==> config.mk <==
export PLATFORM = sky130hd
export DESIGN_NAME = pwm_multi_gen
export DESIGN_NICKNAME = d
export VERILOG_FILES = /design/src/rtl/pwm_pkg.sv /design/src/rtl/pwm_timebase.sv /design/src/rtl/pwm_multi_gen.sv
export SDC_FILE = /design/constraint.sdc
export NUM_CORES = 1
export LEC_CHECK = 0
export CAP_MARGIN = 20
export CORE_AREA = 2 2 93 95
export CTS_CLUSTER_DIAMETER = 60
export DETAILED_ROUTE_END_ITERATION = 10
export DIE_AREA = 0 0 95 97
export PLACE_DENSITY = 0.83
export SLEW_MARGIN = 20
export SYNTH_ARGS = -nofsm -noshare
export SYNTH_HDL_FRONTEND = slang
export SYNTH_SLANG_ARGS = --single-unit
==> constraint.sdc <==
create_clock -name clk -period 3.1 [get_ports clk]
set_clock_uncertainty 0.05 [all_clocks]
set_input_delay 0.93 -clock clk [delete_from_list [all_inputs] [get_ports clk]]
set_output_delay 0.93 -clock clk [all_outputs]
set_load 0.02 [all_outputs]
==> src/rtl/pwm_pkg.sv <==
// Shared constants and types for the multi-channel PWM generator.
package pwm_pkg;

    localparam logic MODE_EDGE   = 1'b0;
    localparam logic MODE_CENTER = 1'b1;

    typedef enum logic {
        DIR_UP   = 1'b0,
        DIR_DOWN = 1'b1
    } dir_e;

    // Sliced down to WIDTH by the users; reset period is all-ones.
    localparam logic [63:0] PERIOD_DEFAULT = '1;

endpackage

==> src/rtl/pwm_timebase.sv <==
// Shared up/up-down counter with shadowed period and alignment mode.
module pwm_timebase
    import pwm_pkg::*;
#(
    parameter int WIDTH = 8
) (
    input  logic             clk,
    input  logic             rst,
    input  logic             en,
    input  logic             mode_in,
    input  logic [WIDTH-1:0] period_in,
    input  logic             period_we,
    output logic [WIDTH-1:0] cnt,
    output logic             load
);

    localparam logic [WIDTH-1:0] ONE     = WIDTH'(1);
    localparam logic [WIDTH-1:0] PER_RST = PERIOD_DEFAULT[WIDTH-1:0];

    logic [WIDTH-1:0] per_sh;
    logic [WIDTH-1:0] per_act;
    logic [WIDTH-1:0] per_nxt;
    logic [WIDTH-1:0] cnt_nxt;
    logic             mode_sh;
    logic             mode_act;
    logic             mode_nxt;
    logic             bnd;
    dir_e             dir;
    dir_e             dir_nxt;

    // Boundary: the cycle whose successor restarts the period at cnt == 0.
    always_comb begin
        bnd = 1'b0;
        if (per_act == '0) begin
            bnd = 1'b1;
        end else if (mode_act == MODE_EDGE) begin
            bnd = (cnt >= per_act);
        end else if (dir == DIR_DOWN) begin
            bnd = (cnt <= ONE);
        end else begin
            bnd = (per_act == ONE) && (cnt != '0);
        end
    end

    assign load     = bnd || !en;
    assign per_nxt  = period_we ? period_in : per_sh;
    assign mode_nxt = period_we ? mode_in : mode_sh;

    always_comb begin
        cnt_nxt = '0;
        dir_nxt = DIR_UP;
        if (en && !bnd) begin
            if (mode_act == MODE_EDGE) begin
                cnt_nxt = cnt + ONE;
            end else if (dir == DIR_DOWN || cnt >= per_act) begin
                cnt_nxt = cnt - ONE;
                dir_nxt = DIR_DOWN;
            end else begin
                cnt_nxt = cnt + ONE;
            end
        end
    end

    always_ff @(posedge clk) begin
        if (rst) begin
            cnt      <= '0;
            dir      <= DIR_UP;
            per_sh   <= PER_RST;
            per_act  <= PER_RST;
            mode_sh  <= MODE_EDGE;
            mode_act <= MODE_EDGE;
        end else begin
            cnt     <= cnt_nxt;
            dir     <= dir_nxt;
            per_sh  <= per_nxt;
            mode_sh <= mode_nxt;
            if (load) begin
                per_act  <= per_nxt;
                mode_act <= mode_nxt;
            end
        end
    end

endmodule

==> src/rtl/pwm_multi_gen.sv <==
// Multi-channel PWM: one shared timebase, per-channel shadowed duty compare.
module pwm_multi_gen
    import pwm_pkg::*;
#(
    parameter int WIDTH    = 8,
    parameter int CHANNELS = 4
) (
    input  logic                      clk,
    input  logic                      rst,
    input  logic                      en,
    input  logic                      mode_in,
    input  logic [WIDTH-1:0]          period_in,
    input  logic                      period_we,
    input  logic [CHANNELS*WIDTH-1:0] duty_in,
    input  logic [CHANNELS-1:0]       duty_we,
    output logic [CHANNELS-1:0]       pwm_out,
    output logic                      period_end
);

    logic [WIDTH-1:0]    cnt;
    logic                load;
    logic [CHANNELS-1:0] hit;

    pwm_timebase #(
        .WIDTH(WIDTH)
    ) u_timebase (
        .clk       (clk),
        .rst       (rst),
        .en        (en),
        .mode_in   (mode_in),
        .period_in (period_in),
        .period_we (period_we),
        .cnt       (cnt),
        .load      (load)
    );

    for (genvar i = 0; i < CHANNELS; i++) begin : g_ch
        logic [WIDTH-1:0] duty_sh;
        logic [WIDTH-1:0] duty_act;
        logic [WIDTH-1:0] duty_nxt;

        // A write landing on a load cycle goes straight to the active copy.
        assign duty_nxt = duty_we[i] ? duty_in[i*WIDTH +: WIDTH] : duty_sh;
        assign hit[i]   = (cnt < duty_act);

        always_ff @(posedge clk) begin
            if (rst) begin
                duty_sh  <= '0;
                duty_act <= '0;
            end else begin
                duty_sh <= duty_nxt;
                if (load) begin
                    duty_act <= duty_nxt;
                end
            end
        end
    end

    // cnt == 0 only ever occurs on the first cycle of a period.
    always_ff @(posedge clk) begin
        if (rst) begin
            pwm_out    <= '0;
            period_end <= 1'b0;
        end else begin
            pwm_out    <= en ? hit : '0;
            period_end <= en && (cnt == '0);
        end
    end

endmodule

==> flow_metrics.env <==
export IMPL_ff2ff_path_depth=9
export IMPL_cts_setup_buffers=0
export IMPL_fp_dieH_um=97
export IMPL_start_util=0.5376
export IMPL_diodes=0
export IMPL_rows=33
export IMPL_synth_nets=529
export IMPL_yosysMostFrequentCell="dfxtp_1"
export IMPL_synth_area_leader_cell="dfxtp_1"
export IMPL_finalHoldViolCount=0
export IMPL_ctsHoldBuffers=0
export IMPL_antenna_left=0
export IMPL_cp_end_kind="flop"
export IMPL_dp_final_hpwl_mm=6.548
export IMPL_core_area_mm2=0.008134
export IMPL_ys_types=42
export IMPL_p_leak_nw=2.359
export IMPL_holdPathEnd="g_ch[1].duty_act[5]$_SDFFE_PP0P_"
export IMPL_area_growth_pct=19.28
export IMPL_grt_util_all_layers=0.2054
export IMPL_avgSynthCellArea_um2=9.939
export IMPL_cts_tree="done"
export IMPL_hold_path_depth=1
export IMPL_cp_required_ns=3.30
export IMPL_grt_overflow=0
export IMPL_slew_violations=0
export IMPL_antenna_found_initial=0
export IMPL_synth_top_cells_by_count="96 x dfxtp_1, 49 x nor2_1, 40 x ha_1"
export IMPL_grt_pass1_wl_mm=15.14
export IMPL_cts_sinks=96
export IMPL_clk_root_buffer_cell="clkbuf_8"
export IMPL_synth_warnings=0
export IMPL_status="finished clean"
export IMPL_cts_buffers=9
export IMPL_port_buffers=53
export IMPL_io_pins=54
export IMPL_placed_area_mm2=0.005010
export IMPL_drt_iter0_drc=165
export IMPL_period_share=0.8829
export IMPL_netlist_instances=440
export IMPL_drive_gt1_frac=0.07014
export IMPL_clk_insertion_delay_late_ns=0.36
export IMPL_finalCriticalPeriod_ns=2.737
export IMPL_maxCapViolCount=0
export IMPL_ys_seq_area_frac=0.4395
export IMPL_final_net_count=583
export IMPL_async_reset_ff_frac=0
export IMPL_crit_fanout=24
export IMPL_regToRegStartpoint="u_timebase.cnt[0]$_SDFF_PP0_"
export IMPL_relSlewSlack=0.6195
export IMPL_combPwrFrac=0.147
export IMPL_first_global_vias=3300
export IMPL_die_x_um=95
export IMPL_worstPathArrival_ns=2.93
export IMPL_r2r_setup_slack_ns=0.36
export IMPL_gp_congestion=0.8733
export IMPL_routed_via_density=5.536
export IMPL_power_density_mw_per_mm2=496.2
export IMPL_hp_class="reg -> reg"
export IMPL_grt_max_degree=42
export IMPL_netlist_top_cells_area="dfxtp_1 44%, ha_1 11%, mux2i_1 7.6%"
export IMPL_criticalPathCategory="reg -> reg"
export IMPL_r2r_end="g_ch[2].duty_act[6]$_SDFFE_PP0P_"
export IMPL_setup_tns_final_ns=0
export IMPL_setup_viol=0
export IMPL_final_cell_area_mm2=0.005216
export IMPL_startpoint_type="flop"
export IMPL_switching_share=0.2520
export IMPL_path_clk_slew_ns=0.09
export IMPL_ir_drop_v=0.0002635
export IMPL_wl_per_cell_um=14.81
export IMPL_seqPwrFrac=0.530
export IMPL_h_tree_depth=3
export IMPL_yosys_area_top_type_share=0.4395
export IMPL_power_switching_mw=0.6524
export IMPL_rsz0062_at_grt="no"
export IMPL_vias=3344
export IMPL_drc_errors=0
export IMPL_syn_area_mm2=0.004373
export IMPL_synth_edf_count=0
export IMPL_max_freq_ghz=0.3654
export IMPL_dieArea_mm2=0.009215
export IMPL_p_int_mw=1.936
export IMPL_drtPass1Iterations=4
export IMPL_min_delay_start="g_ch[1].duty_act[5]$_SDFFE_PP0P_"
export IMPL_ctsLongestPathBuffers=2
export IMPL_clockPowerShare=0.323
export IMPL_worst_pin_slew_ns=0.5694
export IMPL_synth_seq_cells=96
export IMPL_routed_wl_mm=8.944
export IMPL_ys_flop_type="dfxtp_1"
-- sequential cells by signal (all words and copies together), names as in the netlist --
signal and flops:
u_timebase.dir 1, u_timebase.mode_sh 1, pwm_out 4, u_timebase.cnt 8
u_timebase.per_sh 8, period_end 1, u_timebase.per_act 8, u_timebase.mode_act 1
g_ch.duty_sh 32, g_ch.duty_act 32
-- critical path, stage by stage (launching register included) --
cell and delay (ns):
dfxtp_1 0.34, inv_1 0.08, ha_1 0.29, nand2b_1 0.14, a2111oi_0 0.45, nor3_1 0.17
o22ai_2 0.22, nand3b_1 0.32, buf_4 0.33, o22a_1 0.22
-- area by class of cell --
| cell class | instances | area (µm²) |
|---|---|---|
| Clock buffer | 11 | 141.4 |
| Sequential cell | 96 | 1923 |
| Fill cell | 648 | 2918 |
| Tap cell | 105 | 131.4 |
| Clock inverter | 5 | 63.81 |
| Inverter | 38 | 142.6 |
| Multi-Input combinational cell | 283 | 2186 |
| Timing Repair Buffer | 66 | 628.1 |
-- routing by layer --
metal  part of all wire  vias to the layer above  global-route usage
li1                   -                     1684                   -
met3              0.044                        9             0.03505
met1               0.42                     1568              0.2448
met4              0.013                        0             0.08027
met2               0.52                       83              0.3612
met5                  0                        -                   0
-- cell families (layout without fill, tap and decap cells) --
logic type	Yosys count	in the layout	synth area share
xor+xnor	1	1	0.002003
fa+ha+maj	40	40	0.1144
compound gates	95	95	0.1725
flops	96	96	0.4395
buf+inv	61	120	0.06066
mux	33	33	0.07554
simple gates	114	114	0.1353
-- how the worst max path moves through the flow --
stage	cells after the start	to	startpoint	slack (ns)
2_1_floorplan	9	u_timebase.cnt[3]$_SDFF_PP0_	u_timebase.cnt[0]$_SDFF_PP0_	0.41
3_3_place_gp	6	u_timebase.per_act[0]$_SDFFE_PP1P_	en	0.42
3_5_place_dp	7	g_ch[2].duty_act[6]$_SDFFE_PP0P_	u_timebase.cnt[1]$_SDFF_PP0_	0.32
4_1_cts	7	g_ch[3].duty_act[1]$_SDFFE_PP0P_	u_timebase.cnt[1]$_SDFF_PP0_	0.27
5_1_grt	9	g_ch[2].duty_act[1]$_SDFFE_PP0P_	u_timebase.cnt[0]$_SDFF_PP0_	0.17
6_report	9	g_ch[2].duty_act[6]$_SDFFE_PP0P_	u_timebase.cnt[0]$_SDFF_PP0_	0.36
-- power by group through the flow --
| stage | clock (mW) | sequential, mW | combinational [mW] |
|---|---|---|---|
| finish | 0.836 | 1.37 | 0.380 |
| CTS | 0.856 | 1.37 | 0.385 |
| global placement | 0 | 1.40 | 0.361 |
| global route | 0.896 | 1.38 | 0.426 |
| floorplan | 0 | 1.40 | 0.242 |
| detailed placement | 0 | 1.40 | 0.380 |
-- through the flow --
| step | total power, mW | setup slack, ns | hold slack [ns] | util | cells |
|---|---|---|---|---|---|
| after floorplan | 1.640 | 0.4072 | 0.3864 | - | 440 |
| after global placement | 1.757 | 0.4208 | 0.4069 | 0.6159 | 588 |
| after detailed placement | 1.781 | 0.3165 | 0.4092 | 0.6159 | 588 |
| after CTS | 2.614 | 0.2732 | 0.4327 | 0.6411 | 604 |
| after global routing | 2.705 | 0.1730 | 0.4504 | 0.6413 | 604 |
| final | 2.588 | 0.3631 | 0.4274 | 0.6413 | 604 |
-- repair_timing --
| action | in CTS | in global routing |
|---|---|---|
| endpoints found under the setup margin | 0 | 1 |
| hold endpoints to repair | 0 | 0 |
| resized for setup | 0 | 1 |
-- layout by cell type (no fill, tap or decap), types with 2 or more instances in the layout --
cell type	count
dfxtp_1	95
clkdlybuf4s50_1	53
nor2_1	49
ha_1	40
inv_1	38
mux2i_1	33
o22a_1	32
o21ai_0	16
buf_4	13
nor2b_1	10
clkbuf_8	10
a21o_1	8
a211o_1	8
nand3_1	8
o2bb2ai_1	7
nor4_1	6
nand2b_1	6
or3_1	6
nand2_1	6
a31oi_1	6
a211oi_1	5
and2_1	5
nand3b_1	5
or4_1	4
o311ai_0	4
nand4_1	2
or2_2	2
inv_6	2
Note: power is estimated with default switching activity, not from simulation.
